## config.mk

```make
export PLATFORM = sky130hd
export DESIGN_NAME = efpga_ccff_loader
export DESIGN_NICKNAME = d
export VERILOG_FILES = /design/src/rtl/efpga_cfg_pkg.sv /design/src/rtl/efpga_ccff_crc32.sv /design/src/rtl/efpga_ccff_loader.sv
export SDC_FILE = /design/constraint.sdc
export NUM_CORES = 1
export LEC_CHECK = 0
export ABC_AREA = 1
export CAP_MARGIN = 5
export CORE_ASPECT_RATIO = 0.6
export CORE_MARGIN = 3
export CORE_UTILIZATION = 56
export CTS_BUF_LIST = sky130_fd_sc_hd__clkbuf_4 sky130_fd_sc_hd__clkbuf_8
export CTS_CLUSTER_DIAMETER = 50
export DETAILED_ROUTE_END_ITERATION = 16
export PLACE_DENSITY = 0.92
export SYNTH_ARGS = -nofsm -noshare
export SYNTH_HDL_FRONTEND = slang
export SYNTH_SLANG_ARGS = --single-unit
```

## constraint.sdc

```tcl
create_clock -name clk_i -period 2.85 [get_ports clk_i]
set_input_delay 0.285 -clock clk_i [delete_from_list [all_inputs] [get_ports clk_i]]
set_output_delay 0.285 -clock clk_i [all_outputs]
set_load 0.01 [all_outputs]
```

## src/rtl/efpga_cfg_pkg.sv

```systemverilog
// Shared types and constants for the eFPGA configuration-chain loader.
package efpga_cfg_pkg;

  localparam int unsigned CCFF_WORD_W = 32;

  localparam logic [31:0] CCFF_CRC_POLY = 32'h04C1_1DB7;
  localparam logic [31:0] CCFF_CRC_INIT = 32'hFFFF_FFFF;

  typedef enum logic [1:0] {
    ST_IDLE,
    ST_RESET,
    ST_SHIFT,
    ST_DONE
  } ccff_state_e;

endpackage

```

## src/rtl/efpga_ccff_crc32.sv

```systemverilog
// Serial MSB-first CRC-32 over the configuration bit stream; clr reloads the init value.
module efpga_ccff_crc32
  import efpga_cfg_pkg::*;
(
  input  logic        clk_i,
  input  logic        rst_ni,
  input  logic        clr_i,
  input  logic        en_i,
  input  logic        bit_i,
  output logic [31:0] crc_o,
  output logic [31:0] crc_next_o
);

  always_comb begin
    crc_next_o = crc_o;
    if (en_i) begin
      crc_next_o = {crc_o[30:0], 1'b0} ^ ((crc_o[31] ^ bit_i) ? CCFF_CRC_POLY : '0);
    end
  end

  always_ff @(posedge clk_i or negedge rst_ni) begin
    if (!rst_ni) begin
      crc_o <= '0;
    end else if (clr_i) begin
      crc_o <= CCFF_CRC_INIT;
    end else begin
      crc_o <= crc_next_o;
    end
  end

endmodule

```

## src/rtl/efpga_ccff_loader.sv

```systemverilog
// Streams 32-bit bitstream words MSB-first onto the eFPGA configuration chain.
// Optional CRC-32 check of the shifted stream when EFPGA_CCFF_CRC_EN is defined.
module efpga_ccff_loader
  import efpga_cfg_pkg::*;
#(
  parameter int unsigned CNT_W      = 24,
  parameter int unsigned RST_CYCLES = 16
) (
  input  logic                   clk_i,
  input  logic                   rst_ni,
  input  logic                   start_i,
  input  logic                   abort_i,
  input  logic [CNT_W-1:0]       chain_len_i,
  input  logic [CCFF_WORD_W-1:0] wdata_i,
  input  logic                   wvalid_i,
  output logic                   wready_o,
  output logic                   ccff_head_o,
  output logic                   ccff_shift_o,
  input  logic                   ccff_tail_i,
  output logic                   prog_reset_o,
  output logic                   busy_o,
  output logic                   done_o,
  output logic                   err_o,
`ifdef EFPGA_CCFF_CRC_EN
  input  logic [31:0]            crc_exp_i,
  output logic [31:0]            crc_o,
`endif
  output logic [CNT_W-1:0]       bits_left_o
);

  localparam int unsigned      RC_W      = $clog2(RST_CYCLES + 1);
  localparam logic [RC_W-1:0]  RC_LOAD   = RC_W'(RST_CYCLES);
  localparam logic [5:0]       WORD_BITS = 6'(CCFF_WORD_W);

  ccff_state_e            state, state_d;
  logic [RC_W-1:0]        rst_cnt;
  logic [CNT_W-1:0]       bits_left;
  logic [CCFF_WORD_W-1:0] hold, sreg;
  logic                   hold_vld;
  logic [5:0]             sreg_cnt;
  logic                   head_q, shift_q, preset_q, busy_q, done_q, err_q;

  logic start_ok, abort_ok, do_shift, last_bit, refill, accept, flush, done_set, crc_bad;
  logic unused_tail;

  assign unused_tail = ccff_tail_i;

  assign start_ok = start_i && !abort_i && (state inside {ST_IDLE, ST_DONE});
  assign abort_ok = abort_i && (state inside {ST_RESET, ST_SHIFT});
  assign do_shift = (state == ST_SHIFT) && !abort_i && (sreg_cnt != '0) && (bits_left != '0);
  assign last_bit = do_shift && (bits_left == CNT_W'(1));
  // Refill on the last sreg bit keeps a continuous stream at one bit per cycle.
  assign refill   = (state == ST_SHIFT) && !abort_i && hold_vld &&
                    ((sreg_cnt == '0) || (do_shift && sreg_cnt == 6'd1));
  assign wready_o = !hold_vld &&
                    ((state == ST_SHIFT) || (state == ST_RESET && bits_left != '0));
  assign accept   = wvalid_i && wready_o;

  always_comb begin
    state_d = state;
    unique case (state)
      ST_IDLE, ST_DONE: if (start_ok) state_d = ST_RESET;
      ST_RESET: begin
        if (abort_i)                        state_d = ST_IDLE;
        else if (rst_cnt == RC_W'(1))       state_d = (bits_left == '0) ? ST_DONE : ST_SHIFT;
      end
      ST_SHIFT: begin
        if (abort_i)       state_d = ST_IDLE;
        else if (last_bit) state_d = ST_DONE;
      end
      default: state_d = ST_IDLE;
    endcase
  end

  assign flush    = !(state_d inside {ST_RESET, ST_SHIFT});
  assign done_set = (state_d == ST_DONE) && (state != ST_DONE);

`ifdef EFPGA_CCFF_CRC_EN
  logic [31:0] crc_exp_q, crc_next;

  efpga_ccff_crc32 u_crc (
    .clk_i      (clk_i),
    .rst_ni     (rst_ni),
    .clr_i      (start_ok),
    .en_i       (do_shift),
    .bit_i      (sreg[CCFF_WORD_W-1]),
    .crc_o      (crc_o),
    .crc_next_o (crc_next)
  );

  always_ff @(posedge clk_i or negedge rst_ni) begin
    if (!rst_ni)       crc_exp_q <= '0;
    else if (start_ok) crc_exp_q <= crc_exp_i;
  end

  // Compare against the value that includes the bit shifted on the DONE-entry edge.
  assign crc_bad = (crc_next != crc_exp_q);
`else
  assign crc_bad = 1'b0;
`endif

  always_ff @(posedge clk_i or negedge rst_ni) begin
    if (!rst_ni) begin
      state     <= ST_IDLE;
      rst_cnt   <= '0;
      bits_left <= '0;
      hold      <= '0;
      hold_vld  <= 1'b0;
      sreg      <= '0;
      sreg_cnt  <= '0;
      head_q    <= 1'b0;
      shift_q   <= 1'b0;
      preset_q  <= 1'b0;
      busy_q    <= 1'b0;
      done_q    <= 1'b0;
      err_q     <= 1'b0;
    end else begin
      state    <= state_d;
      preset_q <= (state_d == ST_RESET);
      busy_q   <= (state_d inside {ST_RESET, ST_SHIFT});
      shift_q  <= do_shift;

      if (start_ok)                                     rst_cnt <= RC_LOAD;
      else if (state == ST_RESET && rst_cnt > RC_W'(1)) rst_cnt <= rst_cnt - RC_W'(1);

      if (start_ok)      bits_left <= chain_len_i;
      else if (do_shift) bits_left <= bits_left - CNT_W'(1);

      if (start_ok)      done_q <= 1'b0;
      else if (done_set) done_q <= 1'b1;

      if (start_ok)                  err_q <= 1'b0;
      else if (abort_ok)             err_q <= 1'b1;
      else if (done_set && crc_bad)  err_q <= 1'b1;

      if (accept) hold <= wdata_i;

      if (flush)       hold_vld <= 1'b0;
      else if (accept) hold_vld <= 1'b1;
      else if (refill) hold_vld <= 1'b0;

      if (do_shift) head_q <= sreg[CCFF_WORD_W-1];

      if (flush) begin
        sreg_cnt <= '0;
      end else if (refill) begin
        sreg     <= hold;
        sreg_cnt <= WORD_BITS;
      end else if (do_shift) begin
        sreg     <= {sreg[CCFF_WORD_W-2:0], 1'b0};
        sreg_cnt <= sreg_cnt - 6'd1;
      end
    end
  end

  assign ccff_head_o  = head_q;
  assign ccff_shift_o = shift_q;
  assign prog_reset_o = preset_q;
  assign busy_o       = busy_q;
  assign done_o       = done_q;
  assign err_o        = err_q;
  assign bits_left_o  = bits_left;

endmodule
```

# Word level (Yosys, flattened, before mapping)
# Index checks and enable logic that the tools add are counted.
# Widths: inputs -> output; s select.
[op_classes]
addsub = 3
magnitude_cmp = 1
n_eq_ne = 12
mux = 23
reduce_logical = 34
[op_table]
columns = ["operator", "count"]
rows = [
  ["$mux 32", 2],
  ["$mux 24", 2],
  ["$eq 24x1->1 const B", 1],
  ["$logic_not 24->1", 1],
  ["$reduce_bool 24->1", 1],
  ["$sub 24x1->24 const B", 1],
  ["$mux 6", 3],
  ["$reduce_bool 2->1", 8],
  ["$logic_and 1x1->1", 15],
  ["$mux 2", 5],
  ["$mux 5", 2],
  ["$eq 2x2->1 const B", 4],
  ["$mux 1", 8],
  ["$eq 6x1->1 const B", 1],
  ["$logic_not 6->1", 1],
  ["$ne 3x3->1 const B", 2],
  ["$pmux 2 s3", 1],
  ["$reduce_bool 6->1", 1],
  ["$sub 6x1->6 const B", 1],
  ["$eq 5x1->1 const B", 1],
  ["$gt 5x1->1 const B", 1],
  ["$sub 5x1->5 const B", 1],
  ["$eq 2x1->1 const B", 2],
  ["$logic_not 1->1", 2],
  ["5 further kinds", 6],
]
[totals]
ff_bits = 108
input_bits = 62
out_inout_bits = 31
wordCells = 86

# Logic depth before layout (Yosys ltp)
[logic_depth]
depth_word = 12
mapped_depth = 21
depth_no_buf = 20

# Worst setup path after synthesis
# OpenSTA, ideal clock, no wires.
[synth_path]
path_kind = "register to register"
start = "register state[0]"
end = "register sreg[10]"
setup_time_ps = 118
arrival_time_ps = 2452
required_time_ps = 2732
setup_slack_ps = 280
path_stages_with_launch = 15
n_path_buf = 3
synth_period_minus_slack_ps = 2570
path_cell_list = "dfrtp_1 > inv_1 > ha_1 > nand3_1 > inv_1 > buf_2 > buf_2 > nor2_1 > a21oi_1 > ha_1 > nand2_4 > inv_2 > buf_6 > nand3_1 > nand2_1"
[synth_via]
elab_chain_len = 11
[synth_lines]
columns = ["item", "line_no", "source"]
rows = [
  ["start, declared", "efpga_ccff_loader.sv:35", "ccff_state_e state, state_d;"],
  ["start signal, assigned", "efpga_ccff_loader.sv:118", "state <= state_d;"],
  ["$eq 2x2->1", "efpga_ccff_loader.sv:50, efpga_ccff_loader.sv:61", ""],
  ["$logic_and 1x1->1 (3 in series)", "efpga_ccff_loader.sv:50", "assign do_shift = (state == ST_SHIFT) && !abort_i && (sreg_cnt != '0) && (bits_left != '0);"],
  ["$logic_and 1x1->1", "efpga_ccff_loader.sv:51", "assign last_bit = do_shift && (bits_left == CNT_W'(1));"],
  ["$mux 2", "efpga_ccff_loader.sv:69", "else if (last_bit) state_d = ST_DONE;"],
  ["$mux 2", "efpga_ccff_loader.sv:68", "if (abort_i) state_d = ST_IDLE;"],
  ["$pmux 2 s3 (*)", "efpga_ccff_loader.sv:61", "unique case (state)"],
  ["net state_d[0]", "efpga_ccff_loader.sv:35", ""],
  ["$eq 2x1->1 / $eq 2x2->1 (equally long branches)", "efpga_ccff_loader.sv:75", "assign flush = !(state_d inside {ST_RESET, ST_SHIFT});"],
  ["$reduce_bool 2->1 (*)", "efpga_ccff_loader.sv:75", ""],
  ["$reduce_and 2->1 (no line) (*)", "--", ""],
  ["end signal, assigned", "efpga_ccff_loader.sv:147", "sreg <= hold;"],
  ["end signal, assigned", "efpga_ccff_loader.sv:150", "sreg <= {sreg[CCFF_WORD_W-2:0], 1'b0};"],
  ["end, declared", "efpga_ccff_loader.sv:38", "logic [CCFF_WORD_W-1:0] hold, sreg;"],
]
# The timed path passes the listed nets; every way through them passes the cells marked *.
# A chain may end at the register's enable or synchronous reset.

# Worst setup path in the final report
[layout_path]
start = "register bits_left[1] (netlist: bits_left_o[1])"
end = "output wready_o"
[layout_via]
elab_chain_len = 4
[layout_lines]
columns = ["item", "line_no", "source"]
rows = [
  ["start, declared", "efpga_ccff_loader.sv:37", "logic [CNT_W-1:0] bits_left;"],
  ["start signal, assigned", "efpga_ccff_loader.sv:126", "if (start_ok) bits_left <= chain_len_i;"],
  ["start signal, assigned", "efpga_ccff_loader.sv:127", "else if (do_shift) bits_left <= bits_left - CNT_W'(1);"],
  ["$reduce_bool 24->1", "efpga_ccff_loader.sv:56", "((state == ST_SHIFT) || (state == ST_RESET && bits_left != '0));"],
  ["$logic_and 1x1->1", "efpga_ccff_loader.sv:56", ""],
  ["$logic_or 1x1->1", "efpga_ccff_loader.sv:56", ""],
  ["$logic_and 1x1->1", "efpga_ccff_loader.sv:55", "assign wready_o = !hold_vld &&"],
  ["end, declared", "efpga_ccff_loader.sv:16", "output logic wready_o,"],
]
# Every way passes these cells.

==> metrics list <==
- Most common cell in the netlist: nand2_1
- Proportion of total power due to net switching: between 40% and 50%
* Synth async-reset ratio: between 90% and 100%
- In this run the worst setup path begins at bits_left_o[1].
* Overall routing resource usage: approximately 26%
* Average footprint of a synthesized cell: 7.474 sq um
- Per report_power, the sequential group accounts for roughly a third of the total.
- The first global-routing pass estimated approximately 25 mm of wire.
* PwrDens: 1078 mW/mm^2
- The sequential cells in the finished layout cover a total of 0.002703 sq mm.
* Worst R2R End: sreg[8]
- The worst setup path is launched from a register.
- The number of antenna violations at the first check in global routing is 0.
- During placement, the flow inserted port buffers numbering between 90 and 100.
* Clock slew at the register clock pins of the worst setup and hold paths: between 0.1 and 0.15 ns
* Yosys warnings: 0
- The final number of max-transition violations was 0.
- In this run the tightest slew margin relative to its limit is 52.80%.
- Worst Setup Slack, final: ~0.21 ns
- Of the total power, the clock network draws between 10% and 20%.
- CTS H-tree lvls: 3
- The cell sitting at the root of the clock tree is a clkbuf_8.
* Final standard cell area without fillers: around 0.0073 sq mm
* Portion of synthesized cell area occupied by the leading cell type: 45.60%
- The internal power of the cells totals between 4 and 5 mW.
- Detailed placement finished with a half-perimeter wire length of around 11 mm.
- Buffer levels on the longest clock path: 2
* Pin count of the biggest net entering global routing: between 50 and 60
- Setup total negative slack on the finished layout was measured at 0 ns.
- Maximum fanout encountered on the critical timing path: 9
- Final period demand of the worst path: around 2.6 ns
- Clock tree synthesis inserted a total of 9 buffers.
- Setup repair after global routing left no endpoint under its margin.
- Post-DRT Antenna Nets: 0
* Starting DRC count in detailed routing: approximately 510
- Fill count: between 700 and 800
- Antenna fix cells: 0
- between 90 and 100 I/O pins were placed.
- In this run the vertical extent of the chip is between 80 and 90 um.
* Required time at the worst-slack endpoint: 2.57 ns
- R2r worst-path depth: 18
- From synthesis to final layout, the design area changed by 22.44%.
- Number of nets in the finished design: between 900 and 1,000
- TritonCTS clock tree: done
- Chip Width: 138.8 um
- The worst setup path is of the reg2out kind.
* Area of the core: around 0.01 sq mm
- Proportion of power drawn by combinational gates: a little over half
- The congestion estimate from routability-driven global placement came to just over 1.
- Via count of the first global-routing pass: slightly above 5,000
- Switching power of the nets: 3.592 mW
* Area of the multi-input gates: roughly 0.0026 sq mm
* Via count: ~5,500
- Data arrival time of the critical path: 2.36 ns
- Yosys mapped the design onto 38 distinct sky130hd cell types.
* Gate count after technology mapping: 793
- Placed cell area: 0.007002 sq mm
- Synthesis inferred between 100 and 150 register bits.
* Number of endpoints with negative hold slack in the final report: 0
* Detailed-route wire length: 14.81 mm
* Fraction of layout instances using a drive strength above 1: 8.081%
* DRC violations left: 0
- Die area: between 0.01 and 0.015 sq mm
- Worst voltage drop across the vdd grid: just over 0.7 mV
* Final setup skew: ~0.01 ns
* Initial Util: roughly three fifths
- In this run, synthesis inferred 0 flip-flops with an integrated enable.
* Mean routed wirelength per cell: 14.43 um
- Sequential cells were found to cover between 40 and 50% of the synthesized design area.
- Count of buffers added by post-CTS timing repair for setup: 0
- Following the worst setup path forward leads to its endpoint at wready_o.
- Biggest area contributors in the synthesized netlist: dfrtp_1 46%, nand2_1 16%, nand3_1 10%
- Static timing analysis puts the maximum clock frequency at roughly 380 MHz.
- Worst hold margin: ~0.45 ns
- For the worst-skew pair, the clock arrives at the later sink with an insertion delay of ~0.37 ns.
- Kind of capture point of the worst setup path: output port
- In this run the register-to-register setup slack is between 0.2 and 0.3 ns.
* Transition time at the pin with the least slew margin: 0.7080 ns
* Reg-to-Reg Start: bits_left_o[1]
- Count of final setup violators: 0
* Pre-CTS WS: -0.004418 ns
- The mapped netlist covers approximately 0.0059 sq mm.
- Core Rows: 28
- Total global routing overflow: 0
- Counting every net in the synthesized netlist gives just under 900.
* Number of sinks on the clock net: ~110
* Portion of the clock cycle consumed by the worst path in the final layout: between 90% and 100%
* Tightest Hold Check Type: in2reg
- The analysis attributes to cell leakage a power of between 3 and 4 nW.
- Cell accounting for the most synthesized area: dfrtp_1
* Status: complete, no violations
- Max Cap Viol: 0
- Total iterations of the first detailed-routing run: 5
- Mean number of vias per cell: 5.377
* Ys flop type: dfrtp_1
- The commonest cells after synthesis are 247 x nand2_1, 119 x nand3_1, 108 x dfrtp_1, 108 x inv_1, 50 x nor2_1.
==> what timing repair did <==
item | 4_1_cts | 5_1_grt
gates resized for setup | 1 | 10
cloned | 0 | 0
pin swaps | 0 | 0
hold buffers | 1 | 0
setup endpoints to repair | 32 | 38
endpoints found under the hold margin | 52 | 0
==> critical path, cell delays in order (launching register included) <==
cell and delay, ns:
dfrtp_1 0.39, inv_1 0.09, ha_2 0.21, nand2_4 0.12
nor2_8 0.06, nand3_4 0.12, nand2_1 0.10, a21oi_4 0.29
clkdlybuf4s50_1 0.60
==> sequential cells by signal, summed over array words and instances (netlist names), 2 cells and up <==
signal and flops:
hold 32, state 2, bits_left_o 24, rst_cnt 5, sreg_cnt 6, sreg 32
==> cell families (layout without fill, tap and decap cells) <==
family / count (synthesis) / count (layout) / synth area share (%)
compound gates: 64 / 64 / 6.439
xor+xnor: 11 / 11 / 1.625
fa+ha+maj: 11 / 11 / 2.322
buf+inv: 144 / 242 / 10.24
flops: 108 / 108 / 45.60
simple gates: 455 / 455 / 33.78
==> through the flow <==
| step | util (%) | cells | power, mW |
|---|---|---|---|
| 2_1_floorplan | - | 793 | 5.335 |
| 3_3_place_gp | 69.39 | 1009 | 6.536 |
| 3_5_place_dp | 69.39 | 1009 | 6.698 |
| 4_1_cts | 71.59 | 1026 | 7.702 |
| 5_1_grt | 71.92 | 1026 | 8.462 |
| 6_report | 71.92 | 1026 | 7.824 |
==> layout by cell type, fill, tap and decap left out, types with 4 or more instances in the layout <==
cell | Yosys | final
nand2_1 | 247 | 247
ha_1 | 11 | 9
dfrtp_1 | 108 | 108
nor2_2 | 7 | 8
nand4_1 | 6 | 6
nor2_1 | 50 | 48
xor2_1 | 10 | 10
buf_4 | 1 | 22
a21oi_1 | 16 | 15
o21ai_1 | 7 | 7
nand2_4 | 4 | 4
nand3_1 | 119 | 119
o22ai_1 | 6 | 6
inv_1 | 108 | 108
nand2_2 | 5 | 5
clkdlybuf4s50_1 | 0 | 90
nor3_1 | 7 | 7
o21ai_0 | 22 | 22
o211ai_1 | 7 | 7
clkbuf_8 | 0 | 10
==> power by group through the flow <==
stage / registers [mW] / logic [mW] / clock network (mW)
floorplan: 2.73 / 2.61 / 0
global placement: 2.70 / 3.84 / 0
detailed placement: 2.72 / 3.98 / 0
CTS: 2.70 / 4.00 / 1.00
global route: 2.81 / 4.59 / 1.06
finish: 2.72 / 4.11 / 0.999
==> layer usage <==
layer	GRT usage, %	part of all wire, %	vias to the layer above
met2	38.71	44	232
met3	6.351	8.7	14
li1	-	-	2680
met5	0	0	-
met1	37.45	46	2591
met4	6.750	1.0	0
==> final cells by class <==
cell class / count / area share [%]
sequential: 108 / 37.24
multi-input combinational: 541 / 36.33
timing repair buffer: 115 / 15.38
inverter: 111 / 5.845
tap: 135 / 2.328
clock buffer: 10 / 1.897
clock inverter: 6 / 0.9828
==> worst min-delay path by stage <==
stage                                end   startpoint  depth (start not counted)
after floorplan           bits_left_o[0]       rst_ni                          0
after global placement          sreg[25]       rst_ni                          1
after detailed placement        sreg[25]       rst_ni                          1
after CTS                       hold[11]  wdata_i[11]                          3
after global routing            hold[14]  wdata_i[14]                          3
final                           hold[14]  wdata_i[14]                          3
Note: power is estimated with default switching activity, not from simulation.
